--- src/rtl/dp_types_pkg.sv ---
// Shared datapath types: machine word and 2-bit branch direction counter.
package dp_types_pkg;

  typedef logic [31:0] word_t;

  // Encoded so that bit 1 alone gives the taken prediction.
  typedef enum logic [1:0] {
    NH = 2'b00,
    NS = 2'b01,
    TS = 2'b10,
    TH = 2'b11
  } bpred_t;

endpackage : dp_types_pkg

--- src/rtl/branch_target_buffer.sv ---
// Direct-mapped branch target buffer with a 2-bit direction counter per entry.
// Lookup is combinational from the current fetch PC; updates from branch
// resolution are written on the next rising edge (no write-through bypass).
// Optional build macro BTB_STATS_EN adds lookup/hit/mispredict counters.
module branch_target_buffer #(
  parameter int unsigned ENTRIES = 8
) (
  input  logic        CLK,
  input  logic        RST,
  input  logic [31:0] pc,
  output logic        pred_hit,
  output logic        pred_taken,
  output logic [31:0] pred_npc,
  input  logic        upd_en,
  input  logic [31:0] upd_pc,
  input  logic        upd_taken,
  input  logic [31:0] upd_target,
  input  logic        upd_pred_taken
`ifdef BTB_STATS_EN
  ,
  output logic [31:0] stat_lookups,
  output logic [31:0] stat_hits,
  output logic [31:0] stat_mispredicts
`endif
);

  import dp_types_pkg::*;

  localparam int unsigned IDXW = $clog2(ENTRIES);
  localparam int unsigned TAGW = 32 - IDXW - 2;

  logic [ENTRIES-1:0] valid_q;
  logic [TAGW-1:0]    tag_q    [ENTRIES];
  word_t              target_q [ENTRIES];
  bpred_t             state_q  [ENTRIES];

  logic [IDXW-1:0] lk_idx;
  logic [TAGW-1:0] lk_tag;
  logic [IDXW-1:0] upd_idx;
  logic [TAGW-1:0] upd_tag;
  logic            upd_hit;
  bpred_t          upd_state_nxt;

  assign lk_idx  = pc[IDXW+1:2];
  assign lk_tag  = pc[31:IDXW+2];
  assign upd_idx = upd_pc[IDXW+1:2];
  assign upd_tag = upd_pc[31:IDXW+2];

  // Byte-offset bits never participate in indexing or tag compare.
  logic unused_addr_bits;
  assign unused_addr_bits = ^{pc[1:0], upd_pc[1:0]};

  // Lookup: hit on valid tag match, fall through to pc+4 unless predicted taken.
  always_comb begin
    pred_hit   = 1'b0;
    pred_taken = 1'b0;
    pred_npc   = 32'(pc + 32'd4);
    if (valid_q[lk_idx] && (tag_q[lk_idx] == lk_tag)) begin
      pred_hit = 1'b1;
    end
    if (pred_hit && ((state_q[lk_idx] == TH) || (state_q[lk_idx] == TS))) begin
      pred_taken = 1'b1;
      pred_npc   = target_q[lk_idx];
    end
  end

  // Resolution side: hit detection and saturating counter next state.
  always_comb begin
    upd_hit       = valid_q[upd_idx] && (tag_q[upd_idx] == upd_tag);
    upd_state_nxt = state_q[upd_idx];
    case (state_q[upd_idx])
      NH:      upd_state_nxt = upd_taken ? NS : NH;
      NS:      upd_state_nxt = upd_taken ? TS : NH;
      TS:      upd_state_nxt = upd_taken ? TH : NS;
      TH:      upd_state_nxt = upd_taken ? TH : TS;
      default: upd_state_nxt = NH;
    endcase
  end

  // Table write: train on hit, allocate only taken branches on miss.
  always_ff @(posedge CLK) begin
    if (RST) begin
      valid_q  <= '0;
      tag_q    <= '{default: '0};
      target_q <= '{default: '0};
      state_q  <= '{default: NH};
    end else if (upd_en) begin
      if (upd_hit) begin
        state_q[upd_idx] <= upd_state_nxt;
        if (upd_taken) begin
          target_q[upd_idx] <= upd_target;
        end
      end else if (upd_taken) begin
        valid_q[upd_idx]  <= 1'b1;
        tag_q[upd_idx]    <= upd_tag;
        target_q[upd_idx] <= upd_target;
        state_q[upd_idx]  <= TS;
      end
    end
  end

`ifdef BTB_STATS_EN
  // Free-running statistics, wrapping modulo 2^32.
  always_ff @(posedge CLK) begin
    if (RST) begin
      stat_lookups     <= '0;
      stat_hits        <= '0;
      stat_mispredicts <= '0;
    end else begin
      stat_lookups <= 32'(stat_lookups + 32'd1);
      if (pred_hit) begin
        stat_hits <= 32'(stat_hits + 32'd1);
      end
      if (upd_en && (upd_taken != upd_pred_taken)) begin
        stat_mispredicts <= 32'(stat_mispredicts + 32'd1);
      end
    end
  end
`else
  // Prediction echo only feeds the statistics.
  logic unused_upd_pred_taken;
  assign unused_upd_pred_taken = upd_pred_taken;
`endif

endmodule : branch_target_buffer

--- config.mk ---
export PLATFORM = sky130hd
export DESIGN_NAME = branch_target_buffer
export DESIGN_NICKNAME = d
export VERILOG_FILES = /design/src/rtl/dp_types_pkg.sv /design/src/rtl/branch_target_buffer.sv
export SDC_FILE = /design/constraint.sdc
export NUM_CORES = 1
export LEC_CHECK = 0
export ABC_CLOCK_PERIOD_IN_PS = 3230
export CORE_ASPECT_RATIO = 0.6
export CORE_UTILIZATION = 50
export DETAILED_ROUTE_END_ITERATION = 7
export PLACE_DENSITY = 0.71
export SKIP_LAST_GASP = 1
export SLEW_MARGIN = 30
export SYNTH_ARGS = -nofsm -noshare
export SYNTH_HDL_FRONTEND = slang
export SYNTH_SLANG_ARGS = --single-unit
--- constraint.sdc ---
create_clock -name CLK -period 3.23 [get_ports CLK]
set_clock_uncertainty 0.2 [all_clocks]
set_input_delay 0.323 -clock CLK [delete_from_list [all_inputs] [get_ports CLK]]
set_output_delay 0.323 -clock CLK [all_outputs]
set_load 0.02 [all_outputs]
Word-level counts from Yosys, hierarchy flattened
Cells that the tools add are included.
- register bits after elaboration: 496
- input bits: 101
- output and inout bits: 34
- word-level logic and storage cells: 97
- $add $sub $neg: 1
- magnitude comparators: 6
- equal/unequal tests: 7
- mux-type cells: 40
- bitwise logic cells: 7
- reductions and logical operators: 11
- operators with widths (kind ; number):
    256-bit bitwise mux ; 1
    216-bit bitwise mux ; 1
    27-bit binary-select mux with 3-bit select ; 2
    27-bit 2-to-1 mux ; 5
    32-bit 2-to-1 mux ; 4
    32-bit binary-select mux with 3-bit select ; 1
    32-bit demux with 3-bit select ; 1
    27-bit demux with 3-bit select ; 1
    27-bit == test ; 2
    32-bit by 3-bit adder with 32-bit output (second input constant) ; 1
    16-bit 2-to-1 mux ; 2
    16-bit bitwise mux ; 1
    8-bit bitwise OR ; 2
    2-bit 2-to-1 mux ; 7
    2-bit binary-select mux with 3-bit select ; 2
    8-bit AND ; 1
    2-bit == test (second input constant) ; 4
    4-bit >= comparator (second input constant) ; 2
    3-bit by 4-bit less-than comparator with 1-bit output (second input constant) ; 2
    3-bit NOT with 4-bit output ; 2
    8-bit NOT ; 1
    2-bit one-hot mux with 4 select lines ; 1
    1-bit 2-to-1 mux ; 7
    1-bit binary-select mux with 3-bit select ; 2
    other kinds (12) ; 17

Longest topological paths before layout
- depth in word-level cells: 9
- gate-level depth with buffers: 14
- mapped depth without buffers: 9

Worst setup path before layout
No wires, ideal clock.
- path type: input to output
- start: input port pc[4]
- end: output port pred_npc[28]
- arrival: 3.066 ns
- data required time: 2.707 ns
- slack: -0.359 ns
- stages: 10
- path buffers: 2
- path through: clkbuf_1 > clkbuf_1 > mux4_2 > mux2i_1 > xor2_1 > nand4_1 > nor4_4 > nand2_4 > inv_2 > mux2i_1
- cells in the longest elaborated chain, start to end: 9
- elaborated cells between the ends (all ways): 21
- classes of those cells: add/sub (1); eq/ne (3); mux (13); bitwise (1); reduce/logical (3)
- ends and longest elaborated chain (element ; line ; RTL):
    start: declaration ; branch_target_buffer.sv:10 ; input logic [31:0] pc,
    3-bit NOT with 4-bit output (not written as such) ; branch_target_buffer.sv:58, branch_target_buffer.sv:61, branch_target_buffer.sv:63 ;
    27-bit binary-select mux with 3-bit select ; branch_target_buffer.sv:58 ; if (valid_q[lk_idx] && (tag_q[lk_idx] == lk_tag)) begin
    27-bit 2-to-1 mux (not written as such) (2 in a row) ; branch_target_buffer.sv:58 ;
    27-bit == test ; branch_target_buffer.sv:58 ;
    1-bit logical AND ; branch_target_buffer.sv:58 ;
    1-bit 2-to-1 mux ; branch_target_buffer.sv:58 ;
    1-bit logical AND ; branch_target_buffer.sv:61 ; if (pred_hit && ((state_q[lk_idx] == TH) || (state_q[lk_idx] == TS))) begin
    32-bit 2-to-1 mux (*) ; branch_target_buffer.sv:61 ;
    end: declaration ; branch_target_buffer.sv:13 ; output logic [31:0] pred_npc,
Mark *: on every way between the ends. The rest lies on a longest branch, timed or not. The select of a mux whose other input is x is not followed.

Worst setup path in the final report
- start: register tag_q[38] in the netlist's numbering
- end: output port pred_npc[5]
- cells in the longest elaborated chain, start to end: 8
- ends and longest elaborated chain (element ; line ; RTL):
    start: declaration ; branch_target_buffer.sv:33 ; logic [TAGW-1:0] tag_q [ENTRIES];
    start signal: indexed assignment ; branch_target_buffer.sv:95 ; tag_q[upd_idx] <= upd_tag;
    27-bit binary-select mux with 3-bit select ; branch_target_buffer.sv:58 ;
    27-bit 2-to-1 mux (not written as such) (2 in a row) ; branch_target_buffer.sv:58 ;
    27-bit == test ; branch_target_buffer.sv:58 ;
    1-bit logical AND ; branch_target_buffer.sv:58 ;
    1-bit 2-to-1 mux ; branch_target_buffer.sv:58 ;
    1-bit logical AND ; branch_target_buffer.sv:61 ;
    32-bit 2-to-1 mux ; branch_target_buffer.sv:61 ;
Every way passes these cells. The select of a mux whose other input is x is not followed.

==> run metrics <==
largest net degree at the start of global routing=around 180; Max clock buf depth=3; clock latency on the worst-skew pair=roughly 0.59 ns; DIE WIDTH=between 200 and 300 microns; final worst setup slack=-0.7506 ns; Synth cell types=between 50 and 60; worst path arrival time=about 3.5 ns; CP Launch Type=register; Post-synth EDFFs=0; # setup viols final=~240; fraction of registers with async set or reset after synthesis=0; routed vias=22007; part of the cycle the worst path needs=1.232; Crit Reg-Reg Endpoint=tag_q[72]$_SDFFE_PP0P_; final core utilization=0.6655; GR Layer Usage met2=0.5149; Slew HR=0.4128; TritonRoute pass-1 iters=6; RePlAce Congestion=just under 1; status=finished, violations left; Hold WC Path Type=reg2reg; synth cell count leaders=788 x nand2_1, 496 x dfxtp_1, 324 x mux2i_1; Main synth FF type=dfxtp_1; critical path class=reg2out; Iteration-0 DRC Markers=between 2000 and 3000; ANT nets after route=0; max-cap violations=0; Mapped Area=between 20000 and 25000 sq um; starting density of the core=0.5081; placeable core area=48020 sq um; Reg2Reg Depth=15; sequential area share after synthesis=0.4070; synth top area cells=dfxtp_1 41%, mux4_2 16%, mux2i_1 13%, nand2_1 12%, a21oi_1 5.8%; layout cells sized above 1=0.2850; met3 usage=0.07863; Syn Nets=around 2600; filler instances=3473; Yosys warnings=0; Root Driver=clkbuf_16; Gate Count Post-Synth=about 2500; Slew Limit Fails=0; CP Launch Point=tag_q[38]$_SDFFE_PP0P_; fin area=between 30000 and 40000 sq um; Post-Layout Cell Count=roughly 3600; GR Util All Layers=0.3438; Tightest Pin Transition=just under 0.9 ns; Via density=approximately 6.1; r2r startpoint=tag_q[78]$_SDFFE_PP0P_; r2r setup slk=-0.15 ns; final HPWL from detailed placement=about 56 mm; vias in the first global route=between 20000 and 25000; die area=a little under 50000 sq um; CP Capture Type=output pin; P&R area growth vs syn=30.98%; failing checks=negative setup slack; achievable frequency=around 250 MHz; CTS tree=done; Syn Area/Cell=9.579 sq um; CTS clk-pin slew, worst paths=about 0.060 ns; worst-path maximum fanout=7; Worst VDD drop=around 0.36 mV; most frequent cell after synthesis=nand2_1; FP Rows=62; Synth area leader=dfxtp_1; Num CTS Buffers=47; placed cell areas=29110 sq um; Die Span Y=between 150 and 200 microns; RSZ-0062 raised after global routing=yes; GR Overflow Total=0; Ports=135; # nets final=around 3000; Post-route DRC=0; global-route wire length before repair=131.0 mm; DRT Wirelength=slightly below 90 mm; CTS Sinks=between 400 and 500; worst slack, placed=-1.035 ns; grt met1 use=0.4727; routed length per instance=around 24 microns; antenna violations before repair=3; power density cells=approximately 420 nW/um^2; hold path depth=2; worst hold path endpoint=target_q[151]$_SDFFE_PP0P_; min-delay src=target_q[151]$_SDFFE_PP0P_; Port Buffer Count=roughly 130; gr busiest metal=met2; CP required=around 2.7 ns; crit path time final=around 4.0 ns; H-Tree Depth=2; WHS=roughly 0.25 ns; Leakage=roughly 13 nW; Post-Place Cells=between 3000 and 4000; Seq cells post-synth=roughly 500; Fin. Hold Viols=0; post-synth top area share=0.4070
==> through the flow <==
stage | power (mW) | TNS, ns
after floorplan | 7.124 | -3.800
after global placement | 7.714 | -160.02
after detailed placement | 7.747 | -173.84
after CTS | 13.44 | -21.87
after global routing | 13.79 | -45.46
final | 13.47 | -34.64
==> how the worst max path moves through the flow <==
stage                        end  slack (ns)  depth (start not counted)
floorplan            pred_npc[6]       -0.18                         11
global placement     pred_npc[6]       -0.95                         13
detailed placement  pred_npc[28]       -1.04                         13
CTS                  pred_npc[6]       -0.62                         11
global route         pred_npc[5]       -0.79                         12
finish               pred_npc[5]       -0.75                         12
==> registers in the layout (all words and copies together) (netlist names) <==
| register | count |
|---|---|
| state_q | 16 |
| tag_q | 216 |
| target_q | 256 |
| valid_q | 8 |
==> layout make-up <==
cell class / instances / area [sq um] / area share
diodes: 3 / 7.507 / 0.0002349
clock buffers: 74 / 1408 / 0.04405
clock inverters: 12 / 148.9 / 0.004659
inverters: 26 / 115.1 / 0.003602
multi-input cells: 1805 / 14120 / 0.4418
flip-flops and latches: 496 / 9961 / 0.3117
well taps: 640 / 800.8 / 0.02506
repair buffers: 545 / 5396 / 0.1689
==> power breakdown <==
part,internal [mW],switching [mW]
Combinational,0.646,0.836
Sequential,6.19,0.0525
Clock,3.23,2.51
Total,10.1,3.40
==> timing repair <==
item | 4_1_cts | 5_1_grt
cloned | 14 | 0
pin swaps | 29 | 12
gates resized for setup | 310 | 67
setup buffers | 23 | 9
endpoints found under the hold margin | 33 | 0
hold buffers | 1 | 0
endpoints found under the setup margin | 246 | 274
==> cell usage in the layout (no fill, tap or decap), types with 21 or more instances in the layout <==
cell             synthesis  routed
a21oi_1                284     270
buf_12                   0      59
buf_4                   18     330
buf_6                   11      48
clkbuf_16                0      47
clkdlybuf4s50_1          0      90
dfxtp_1                496     471
dfxtp_2                  0      25
inv_1                   22      22
mux2i_1                324     294
mux4_2                 175     175
nand2_1                788     780
nand3_1                 23      21
nand4_1                 22      22
xor2_1                  64      60
==> kinds of logic (layout without fill, tap and decap cells) <==
logic type                 after synthesis  count (layout)  share of synthesized area
xor gates and xnor gates                79              79                    0.02836
AOI/OAI and AO/OA                      331             331                    0.07488
muxes                                  500             500                     0.2949
and+or+nand+nor                        893             893                     0.1471
other                                    0               3                          0
buffers and inverters                  246             657                    0.04677
adders and majority gates                2               2                  0.0009231
DFF                                    496             496                     0.4070
==> worst max-delay path, stage by stage, from the launching register on <==
cell and delay, ns:
dfxtp_2 0.33, mux4_2 0.48, mux2i_2 0.23, buf_6 0.17, xnor2_4 0.13, nand4_1 0.30, nor4_4 0.24, buf_6 0.18
nand2_8 0.08, buf_12 0.16, mux2i_1 0.19, and3_4 0.25, buf_6 0.13
==> per-layer routing <==
layer	vias to the layer above	wire, microns
met5	-	0
met4	0	3813
met3	227	9487
met2	1362	38990
met1	10822	35010
li1	9596	-
(Power assumes the default switching activity.)
